`config.mk`:
```
export PLATFORM = sky130hd
export DESIGN_NAME = dram_controller
export DESIGN_NICKNAME = d
export VERILOG_FILES = /design/src/rtl/dram_pkg.sv /design/src/rtl/dram_refresh_timer.sv /design/src/rtl/dram_controller.sv
export SDC_FILE = /design/constraint.sdc
export NUM_CORES = 1
export LEC_CHECK = 0
export BUFFER_PORTS_ARGS = -buffer_cell sky130_fd_sc_hd__buf_4
export CAP_MARGIN = 20
export CORE_MARGIN = 1.5
export CORE_UTILIZATION = 40
export DETAILED_ROUTE_END_ITERATION = 6
export GPL_ROUTABILITY_DRIVEN = 0
export MAX_ROUTING_LAYER = met4
export PLACE_DENSITY = 0.76
export SLEW_MARGIN = 20
export SYNTH_ARGS = -nofsm -noshare
export SYNTH_HDL_FRONTEND = slang
export SYNTH_SLANG_ARGS = --single-unit
```
`constraint.sdc`:
```
create_clock -name CLK -period 1.85 [get_ports CLK]
set_clock_uncertainty 0.05 [all_clocks]
set_input_delay 0.4625 -clock CLK [delete_from_list [all_inputs] [get_ports CLK]]
set_output_delay 0.4625 -clock CLK [all_outputs]
set_load 0.01 [all_outputs]
```
`src/rtl/dram_pkg.sv`:
```
// Shared types and constants for the DRAM controller and its refresh timer.
package dram_pkg;

    typedef enum logic [2:0] {
        IDLE,
        ROW,
        COL,
        ACK,
        PRE,
        REF_CAS,
        REF_RAS,
        REF_HOLD
    } dram_state_t;

    localparam int ROW_BITS             = 10;
    localparam int COL_BITS             = 11;
    localparam int DEF_REFRESH_INTERVAL = 240;
    localparam int DEF_RAS_PRECHARGE    = 2;
    // Width of the shared precharge / refresh-hold wait counter.
    localparam int WAIT_CNT_W           = 4;

endpackage

```
`src/rtl/dram_refresh_timer.sv`:
```
// Free-running refresh interval counter; raises pending on expiry until the FSM acknowledges it.
module dram_refresh_timer
    import dram_pkg::*;
#(
    parameter int REFRESH_INTERVAL = DEF_REFRESH_INTERVAL
) (
    input  logic CLK,
    input  logic RST,
    input  logic ack,
    output logic pending
);

    localparam int                CNT_W  = $clog2(REFRESH_INTERVAL);
    localparam logic [CNT_W-1:0]  RELOAD = CNT_W'(REFRESH_INTERVAL - 1);

    logic [CNT_W-1:0] r_cnt;
    logic             r_pending;
    logic             w_expire;

    assign w_expire = (r_cnt == '0);

    // A fresh expiry outranks a same-cycle ack; an expiry while already pending is absorbed.
    always_ff @(posedge CLK or negedge RST) begin
        if (!RST) begin
            r_cnt     <= RELOAD;
            r_pending <= 1'b0;
        end else begin
            r_cnt     <= w_expire ? RELOAD : r_cnt - 1'b1;
            r_pending <= w_expire | (r_pending & ~ack);
        end
    end

    assign pending = r_pending;

endmodule

```
`src/rtl/dram_controller.sv`:
```
// RAS/CAS sequencer for the 68010 DRAM bank with CAS-before-RAS refresh; all outputs registered.
module dram_controller
    import dram_pkg::*;
#(
    parameter int REFRESH_INTERVAL = DEF_REFRESH_INTERVAL,
    parameter int RAS_PRECHARGE    = DEF_RAS_PRECHARGE
) (
    input  logic                CLK,
    input  logic                RST,
    input  logic                RAM_LOWER,
    input  logic                RAM_UPPER,
    input  logic                AS,
    input  logic                RW,
    input  logic [21:1]         ADDR,
    output logic [COL_BITS-1:0] MA,
    output logic                RAS,
    output logic                CASL,
    output logic                CASU,
    output logic                WE,
    output logic                DTACK_DRAM
);

    dram_state_t           r_state, w_state_next, w_pick;
    logic [2:0]            r_sync1, r_sync2;
    logic [WAIT_CNT_W-1:0] r_wait, w_wait_next;
    logic [COL_BITS-1:0]   r_ma, w_ma_next;
    logic                  r_ras, r_casl, r_casu, r_we, r_dtack;
    logic                  w_ras_next, w_casl_next, w_casu_next, w_we_next, w_dtack_next;
    logic                  w_as_high, w_req, w_pending, w_ref_ack;

    // Synchronizer bits: [2] AS, [1] RAM_LOWER, [0] RAM_UPPER.
    assign w_as_high = r_sync2[2];
    assign w_req     = ~r_sync2[2] & ~(r_sync2[1] & r_sync2[0]);
    assign w_pick    = w_pending ? REF_CAS : (w_req ? ROW : IDLE);
    assign w_ref_ack = (w_state_next == REF_CAS);

    dram_refresh_timer #(
        .REFRESH_INTERVAL(REFRESH_INTERVAL)
    ) u_refresh_timer (
        .CLK    (CLK),
        .RST    (RST),
        .ack    (w_ref_ack),
        .pending(w_pending)
    );

    always_ff @(posedge CLK or negedge RST) begin
        if (!RST) begin
            r_state <= IDLE;
            r_sync1 <= '1;
            r_sync2 <= '1;
            r_wait  <= WAIT_CNT_W'(RAS_PRECHARGE);
            r_ma    <= '0;
            r_ras   <= 1'b1;
            r_casl  <= 1'b1;
            r_casu  <= 1'b1;
            r_we    <= 1'b1;
            r_dtack <= 1'b1;
        end else begin
            r_state <= w_state_next;
            r_sync1 <= {AS, RAM_LOWER, RAM_UPPER};
            r_sync2 <= r_sync1;
            r_wait  <= w_wait_next;
            r_ma    <= w_ma_next;
            r_ras   <= w_ras_next;
            r_casl  <= w_casl_next;
            r_casu  <= w_casu_next;
            r_we    <= w_we_next;
            r_dtack <= w_dtack_next;
        end
    end

    // Out of reset IDLE also waits out a full precharge, hence the shared wait counter there.
    always_comb begin
        w_state_next = r_state;
        w_wait_next  = r_wait;
        case (r_state)
            IDLE, PRE: begin
                if (r_wait != '0) w_wait_next  = r_wait - 1'b1;
                else              w_state_next = w_pick;
            end
            ROW:      w_state_next = w_as_high ? PRE : COL;
            COL:      w_state_next = w_as_high ? PRE : ACK;
            ACK:      if (w_as_high) w_state_next = PRE;
            REF_CAS:  w_state_next = REF_RAS;
            REF_RAS:  w_state_next = REF_HOLD;
            REF_HOLD: begin
                if (r_wait != '0) w_wait_next  = r_wait - 1'b1;
                else              w_state_next = PRE;
            end
            default:  w_state_next = IDLE;
        endcase
        if (w_state_next == PRE && r_state != PRE)
            w_wait_next = WAIT_CNT_W'(RAS_PRECHARGE - 1);
        if (w_state_next == REF_HOLD && r_state != REF_HOLD)
            w_wait_next = WAIT_CNT_W'(1);
    end

    // Strobes are decoded from the next state so each lands on the same edge as its state.
    always_comb begin
        w_ma_next    = r_ma;
        w_ras_next   = r_ras;
        w_casl_next  = r_casl;
        w_casu_next  = r_casu;
        w_we_next    = r_we;
        w_dtack_next = r_dtack;
        case (w_state_next)
            ROW: begin
                w_ma_next    = {1'b0, ADDR[21:12]};
                w_ras_next   = 1'b0;
                w_casl_next  = 1'b1;
                w_casu_next  = 1'b1;
                w_we_next    = 1'b1;
                w_dtack_next = 1'b1;
            end
            COL: begin
                w_ma_next    = ADDR[11:1];
                w_ras_next   = 1'b0;
                w_casl_next  = r_sync2[1];
                w_casu_next  = r_sync2[0];
                w_we_next    = RW;
                w_dtack_next = 1'b1;
            end
            ACK: w_dtack_next = 1'b0;
            REF_CAS, REF_RAS, REF_HOLD: begin
                w_ras_next   = (w_state_next == REF_CAS);
                w_casl_next  = 1'b0;
                w_casu_next  = 1'b0;
                w_we_next    = 1'b1;
                w_dtack_next = 1'b1;
            end
            default: begin
                w_ras_next   = 1'b1;
                w_casl_next  = 1'b1;
                w_casu_next  = 1'b1;
                w_we_next    = 1'b1;
                w_dtack_next = 1'b1;
            end
        endcase
    end

    assign MA         = r_ma;
    assign RAS        = r_ras;
    assign CASL       = r_casl;
    assign CASU       = r_casu;
    assign WE         = r_we;
    assign DTACK_DRAM = r_dtack;

endmodule

```
# Word-level counts from Yosys, hierarchy flattened
# Cells that the tools add are included.
# classes
add_sub_neg	2
eq_ne	16
muxes	19
n_bitwise	7
n_reduce_logical	13
# ops
op	n
3-bit == test (second input constant)	8
11-bit case mux with 2 select lines	1
3-bit case mux with 7 select lines	1
3-bit two-way mux	6
4-bit two-way mux	4
3-bit by 2-bit == test with 1-bit output (second input constant)	4
1-bit case mux with 3 select lines	3
8-bit zero test	1
8-bit two-way mux	1
8-bit by 1-bit subtractor with 8-bit output (second input constant)	1
3-bit by 1-bit == test with 1-bit output (second input constant)	2
3-bit != test (second input constant)	2
3-bit nonzero test	2
3-bit OR reduction	2
4-bit nonzero test	1
2-bit OR reduction	2
4-bit by 1-bit subtractor with 4-bit output (second input constant)	1
1-bit bitwise AND	3
3-bit zero test	1
1-bit NOT	3
1-bit logical AND	2
1-bit two-way mux	2
1-bit case mux with 2 select lines	1
2-bit AND reduction	1
2 further kinds	2
# word_totals
ff_bits	38
in_bits	27
out_inout_bits	16
wordCells	69

# Logic depth before layout (Yosys ltp)
# Gate-level depths: netlist (run 1).
# logic_depth
depth_word	11
ltp_mapped	7

# By module
# From an unflattened synthesis (run 1), not the netlist that was laid out.
# hier_totals
hier_cells	160
area_unflattened_um2	1874.3
# modules_own_cells
module	instances	cells_per_inst	area_each_um2
dram_controller	1	116	1393.8
dram_refresh_timer	1	44	480.5

# Least setup slack after synthesis (run 1)
# No wires, ideal clock.
# synth_timing
path_type	flip-flop to flip-flop
start	register r_wait[0]
end	register r_wait[2]
setup_time_ps	133
arrival_time_ps	1622
required_time_ps	1667
setup_slack_ps	46
stages_incl_launch_ff	8
n_path_buf	1
path_cell_list	dfrtp_1 inv_1 ha_1 or3b_1 buf_6 mux2i_1 a211oi_2 a21oi_1
# synth_between
elab_chain_cells	7
elab_cells_between_ends	16
classes_between	add/sub: 1; eq/ne: 2; mux: 7; reduce/logical: 6
# synth_rtl
element	line_no	text
from (decl)	dram_controller.sv:25	logic [WAIT_CNT_W-1:0] r_wait, w_wait_next;
from (signal assigned)	dram_controller.sv:51	r_wait <= WAIT_CNT_W'(RAS_PRECHARGE);
from (signal assigned)	dram_controller.sv:62	r_wait <= w_wait_next;
4-bit nonzero test	dram_controller.sv:78, dram_controller.sv:87	
3-bit two-way mux, on equally long branches	dram_controller.sv:87, dram_controller.sv:78	
3-bit case mux with 7 select lines	dram_controller.sv:76	case (r_state)
3-bit == test, on equally long branches	dram_controller.sv:92, dram_controller.sv:94	
1-bit logical AND, on equally long branches	dram_controller.sv:92, dram_controller.sv:94	
3-bit nonzero test (no line) / 4-bit two-way mux (equally long branches)	-	
2-bit AND reduction (no line) / 4-bit two-way mux (equally long branches)	-	
# Parallel ways exist; a longest one is shown, timed or not. The select of a mux whose other input is x is not followed.
# A chain may end at the register's enable or synchronous reset.

# Worst setup path in the final report (run 1)
# layout_timing
start	register r_wait[0]
end	register r_casl (netlist: CASL)
# layout_between
elab_chain_cells	6
elab_cells_between_ends	11
classes_between	eq/ne: 5; mux: 4; reduce/logical: 2
# layout_rtl
element	line_no	text
4-bit nonzero test (*)	dram_controller.sv:78, dram_controller.sv:87	
3-bit two-way mux, on equally long branches	dram_controller.sv:87, dram_controller.sv:78	
3-bit case mux with 7 select lines (*)	dram_controller.sv:76	
3-bit == test	dram_controller.sv:106	case (w_state_next)
3-bit OR reduction	dram_controller.sv:106	
1-bit case mux with 3 select lines	dram_controller.sv:106	
to (signal assigned)	dram_controller.sv:65	r_casl <= w_casl_next;
to (decl)	dram_controller.sv:27	logic r_ras, r_casl, r_casu, r_we, r_dtack;
# Mark *: on every way between the ends. The rest lies on a longest branch, timed or not.

==> flow_summary.yaml, run 1 <==
setup_path:
  end_kind: "register"
  start_kind: "register"
  r2r_slack_ns: 0.03
  crit_type: "register to register"
  crit_arrival_ns: 1.98
  crit_required_ns: 2.01
  cp_slowest_cell: "dfrtp_1"
  crit_fanout: 5
  worstPathCellList: "inv_2 -> ha_4 -> or3b_4 -> buf_4 -> o211a_4 -> o22ai_1 -> mux2i_1"
  ff2ff_path_depth: 7
  cpPeakStageDelay_ns: 0.39
route:
  wire_per_inst_um: 12.7
  first_pass_iters: 4
  drtIter0Drc: 108
  routed_wl_um: 3510
  antenna_left: 0
  vias: 1420
  route.detailed.drc: 0
  viasPerCell: 5.14
floorplanning:
  floorplan.die_area_um2: 5000
  start_util: 0.418
  ios: 43
  die_x_um: 70.7
  die-height_um: 70.7
  rows: 24
  coreArea_um2: 4380
clocking:
  clockBufferDepth: 2
  htree_levels: 2
  cts-buffers-inserted: 5
  worstSkewPairLatency_ns: 0.28
  clkSlewWorstSetupHoldPaths_ns: 0.07
  cts_root_buffer: "clkbuf_8"
  clock-sinks: 38
  cts_tree: "yes"
  hold_buffers: 0
synth:
  synth_ff_type: "dfstp_2"
  synth.distinct_cells: 43
  synth_edf_count: 0
  synth.cell_area_um2: 1830
  ys_seq_area_frac: 0.531
  synthArstFlopShare: 1.00
  synth_fp_nets: 201
  syn_avg_cell_area_um2: 10.7
  synth_cells: 171
  ys_ff_latch: 38
  yosys_warnings: 0
layout:
  fillers: 384
  drive_above_1_share: 0.424
  diodes: 0
  nets: 253
  multi_input_area_um2: 825
  syn_to_final_growth_pct: 30.7
  regArea_um2: 975
  layout_commonest_cell: "buf_4"
  layout_common_cells: "buf_4, dfstp_2, dfrtp_1"
global_routing:
  grt-ovfl-total: 0
  grt_usage: 0.153
  grt_antenna_before_repair: 0
  grt_start_max_net_pins: 39
  grt_pass1_vias: 1320
  grt_pass1_wl_um: 5880
timing:
  min_period_ns: 1.82
  setup_viol: 0
  worstMarginPinSlew_ns: 0.470
  period_share: 0.981
  rsz0062_at_grt: "true"
  layout_setup_ws_ns: 0.0347
  drv_slew: 0
  hold_viol: 0
  max_freq_mhz: 551
  relSlewSlack: 0.687
status:
  status: "finished, final reports clean"
place:
  port_buffers: 42
  hpwl_um: 2470
  pre_cts_slack_ns: -0.130
job:
  drv_cap: 0
power_and_ir_drop:
  power_leakage_nw: 1.07
  ir_drop_uv: 513
  totalPowerFinal_mw: 3.01
  power_density_nw_per_um2: 1260
hold_path:
  hold_path_class: "input pin to async pin"
==> Yosys cell counts (2+ instances only) <==
library cell / n / area [um2]
nand2_1: 11 / 41.3
o22ai_1: 4 / 25.0
or3b_1: 2 / 17.5
a21oi_1: 17 / 85.1
nand3b_1: 3 / 22.5
o211a_1: 2 / 20.0
inv_1: 9 / 33.8
dfrtp_1: 19 / 475
o21ai_0: 3 / 15.0
a21o_1: 2 / 15.0
xor2_1: 3 / 26.3
nor2_1: 16 / 60.1
o211ai_1: 3 / 22.5
clkbuf_1: 3 / 11.3
xnor2_1: 4 / 35.0
ha_1: 3 / 37.5
buf_4: 2 / 15.0
or2_1: 2 / 12.5
nor2b_1: 2 / 12.5
buf_2: 3 / 15.0
mux2i_1: 14 / 140
dfstp_2: 19 / 499
nor3_1: 3 / 15.0
nand2b_1: 3 / 18.8
==> kinds of logic (layout without fill, tap and decap cells) <==
group	count (synthesis)	count (layout)	synth area share
and+or+nand+nor	52	52	0.151
AOI/OAI and AO/OA	38	38	0.138
DFF	38	38	0.531
buffers and inverters	19	72	0.0491
muxes	14	14	0.0764
xor gates and xnor gates	7	7	0.0334
adders and majority gates	3	3	0.0205
==> where the power goes <==
part	internal (mW)	total [mW]	leakage, nW	switching (mW)
registers	1.06	1.21	0.411	0.150
clock network	0.304	0.575	0.0455	0.271
logic	0.657	1.23	0.615	0.574
==> worst max-delay path, delay by kind of cell (launching register included) <==
family | cells | cell delay, ns
AO/OA/AOI/OAI | 2 | 0.43
adder cells (fa/ha/maj) | 1 | 0.13
multiplexers | 1 | 0.10
flip-flops | 1 | 0.39
AND/OR/NAND/NOR | 1 | 0.38
buffers and inverters | 2 | 0.26
==> worst paths after layout <==
check | start | end
min in group CLK | RAM_LOWER | r_sync1[1]$_DFF_PN1_
min | RST | r_wait[3]$_DFFE_PN0P_
max reg2reg | r_wait[0]$_DFFE_PN0P_ | CASL$_DFFE_PN1P_
max | r_wait[0]$_DFFE_PN0P_ | CASL$_DFFE_PN1P_
min reg2reg | r_sync1[1]$_DFF_PN1_ | r_sync2[1]$_DFF_PN1_
max in group asynchronous | RST | r_sync2[2]$_DFF_PN1_
==> state kept, by name, indices dropped and copies added (netlist names) <==
name / cells
r_sync1: 3
u_refresh_timer.r_cnt: 8
r_sync2: 3
WE: 1
r_state: 3
u_refresh_timer.pending: 1
MA: 11
CASL: 1
DTACK_DRAM: 1
RAS: 1
r_wait: 4
CASU: 1
==> repair_timing <==
action / 4_1_cts / 5_1_grt
pin swaps: 0 / 4
cloned: 0 / 0
gates resized for setup: 3 / 9
buffers inserted: 0 / 2
endpoints found under the setup margin: 11 / 17
==> layer usage <==
metal / global-route usage / wire length, um / vias up
met4: 0.0482 / 34 / 0
met3: 0.0442 / 182 / 7
met5: - / 0 / -
met2: 0.245 / 1690 / 42
met1: 0.187 / 1610 / 679
li1: - / - / 692
==> area by class of cell <==
cell class                      count  area share
Sequential cell                    38       0.407
Timing Repair Buffer               54       0.169
Multi-Input combinational cell    114       0.344
Inverter                           10      0.0157
Clock buffer                        8      0.0376
Tap cell                           52      0.0271
==> through the flow <==
stage,TNS [ns],util,std cells,hold slack [ns],cell area (um2)
2_1_floorplan,0,-,171,0.117,1830
3_3_place_gp,-0.584,0.510,266,0.296,2240
3_5_place_dp,-1.06,0.510,266,0.297,2240
4_1_cts,0,0.534,274,0.0949,2340
5_1_grt,-0.0156,0.547,276,0.117,2400
6_report,0,0.547,276,0.0805,2400
(Power assumes the default switching activity.)
==> inputs of run 2 (changes only) <==
CORE_UTILIZATION = 29   (was 40)
PLACE_DENSITY = 0.61   (was 0.76)
==> run 2 against run 1 <==
First-iteration DRC count is 22% lower. Count of clock-buffer cells in the layout is 2 lower. Core utilization is 14 points lower. Combinational power is 5% lower. Global-route usage is 2.8 points lower. Cell count is 7.6% higher. Wire length is 6.0% higher. Total power is 0.26% lower. Clock power is 3.5% higher. Largest cell class unchanged.
==> flow_summary.yaml, run 2 (synthesis results as in run 1) <==
global_routing:
  grt-ovfl-total: 0
  grt_pass1_wl_um: 6270
  grt_start_max_net_pins: 39
  grt_pass1_vias: 1395
  grt_usage: 0.125
  grt_antenna_before_repair: 0
setup_path:
  crit_arrival_ns: 1.94
  crit_fanout: 4
  crit_type: "register to register"
  end_kind: "register"
  worstPathCellList: "inv_2 -> ha_4 -> or3b_4 -> mux2i_1 -> a211oi_2 -> a21oi_1"
  start_kind: "register"
  crit_required_ns: 1.95
  cpPeakStageDelay_ns: 0.41
  cp_slowest_cell: "a211oi_2"
timing:
  max_freq_mhz: 546
  relSlewSlack: 0.684
  setup_viol: 0
  layout_setup_ws_ns: 0.0172
  worstMarginPinSlew_ns: 0.475
  period_share: 0.991
  hold_viol: 0
  min_period_ns: 1.83
  fin_hold_ws_ns: 0.0762
  rsz0062_at_grt: "true"
  drv_slew: 0
route:
  route.detailed.drc: 0
  wire_per_inst_um: 12.5
  met2_length_um: 1840
  wirelength_met1_um: 1660
  viasPerCell: 4.66
  antenna_left: 0
  drtIter0Drc: 84
  topRoutingLayerUsed: "met4"
  routed_wl_um: 3720
  met3_length_um: 191
  first_pass_iters: 4
  vias: 1383
hold_path:
  hold_path_class: "input pin to async pin"
power_and_ir_drop:
  ir_drop_uv: 558
  power_density_nw_per_um2: 1240
  power_leakage_nw: 1.10
layout:
  syn_to_final_growth_pct: 32.5
  fillers: 615
  layout_common_cells: "buf_4, dfstp_2, dfrtp_1"
  layout_commonest_cell: "buf_4"
  diodes: 0
  regArea_um2: 975
  largest_register_ffs: 11
  drive_above_1_share: 0.428
  multi_input_area_um2: 832
  nets: 251
clocking:
  clock-sinks: 38
  cts_root_buffer: "clkbuf_8"
  hold_buffers: 0
  cts-buffers-inserted: 5
  clockBufferDepth: 2
  cts_tree: "yes"
  clkSlewWorstSetupHoldPaths_ns: 0.08
  worstSkewPairLatency_ns: 0.29
  htree_levels: 2
floorplanning:
  die-height_um: 82.5
  coreArea_um2: 6030
  start_util: 0.304
  die_x_um: 82.5
  ios: 43
  floorplan.die_area_um2: 6810
  rows: 28
place:
  hpwl_um: 2640
  pre_cts_slack_ns: -0.0642
  port_buffers: 42
status:
  status: "finished, final reports clean"
job:
  drv_cap: 0
run 2: cell count changes in the layout (fill, tap and decap cells not counted), moves of 2 or more:
| cell | change |
|---|---|
| o22ai_2 | +2 |
| buf_6 | +2 |
| clkbuf_1 | -2 |
| o22ai_1 | -2 |
| buf_4 | -4 |
run 2: cell type report:
cell class	count	area share
flip-flops and latches	38	0.401
clock inverters	2	0.00515
clock buffers	6	0.0340
inverters	10	0.0154
repair buffers	52	0.164
multi-input cells	114	0.342
well taps	75	0.0386
run 2: repair_timing:
item / in CTS / in global routing
pin swaps: 1 / 10
setup buffers: 0 / 5
endpoints found under the setup margin: 14 / 17
gates resized for setup: 7 / 7
run 2: per-stage QoR:
step	instances	instance area, um2	util	power, mW	setup TNS, ns
2_1_floorplan	171	1830	-	1.89	0
3_3_place_gp	285	2240	0.371	2.26	-0.0245
3_5_place_dp	285	2240	0.371	2.27	-0.212
4_1_cts	293	2360	0.392	2.95	0
5_1_grt	297	2430	0.403	3.22	-0.325
6_report	297	2430	0.403	3.01	0
run 2: worst max-delay path: cells and delay by family, from the launching register on:
family          cells  cell delay, ns
flops               1            0.39
fa+ha+maj           1            0.14
compound gates      2            0.52
simple gates        1            0.38
buf+inv             1            0.09
mux                 1            0.14
run 2: report_power, final:
| part | internal (mW) | switching (mW) |
|---|---|---|
| Sequential | 1.06 | 0.181 |
| Clock | 0.299 | 0.295 |
| Combinational | 0.633 | 0.540 |
run 2: layer usage:
metal / global-route usage / vias to the layer above
met4: 0.0417 / 0
met5: - / -
met1: 0.154 / 662
li1: - / 688
met3: 0.0374 / 5
met2: 0.196 / 28
run 2: worst paths after layout:
kind,start,end,slack [ns],cells after the start
min in group CLK,AS,r_sync1[2]$_DFF_PN1_,0.22,1
max in group asynchronous,RST,u_refresh_timer.r_cnt[5]$_DFF_PN1_,1.32,1
setup / recovery,r_wait[0]$_DFFE_PN0P_,r_wait[3]$_DFFE_PN0P_,0.02,6
setup reg to reg,r_wait[0]$_DFFE_PN0P_,r_wait[3]$_DFFE_PN0P_,0.02,6
hold reg to reg,r_sync1[1]$_DFF_PN1_,r_sync2[1]$_DFF_PN1_,0.30,0
hold / removal,RST,r_state[2]$_DFF_PN0_,0.08,1
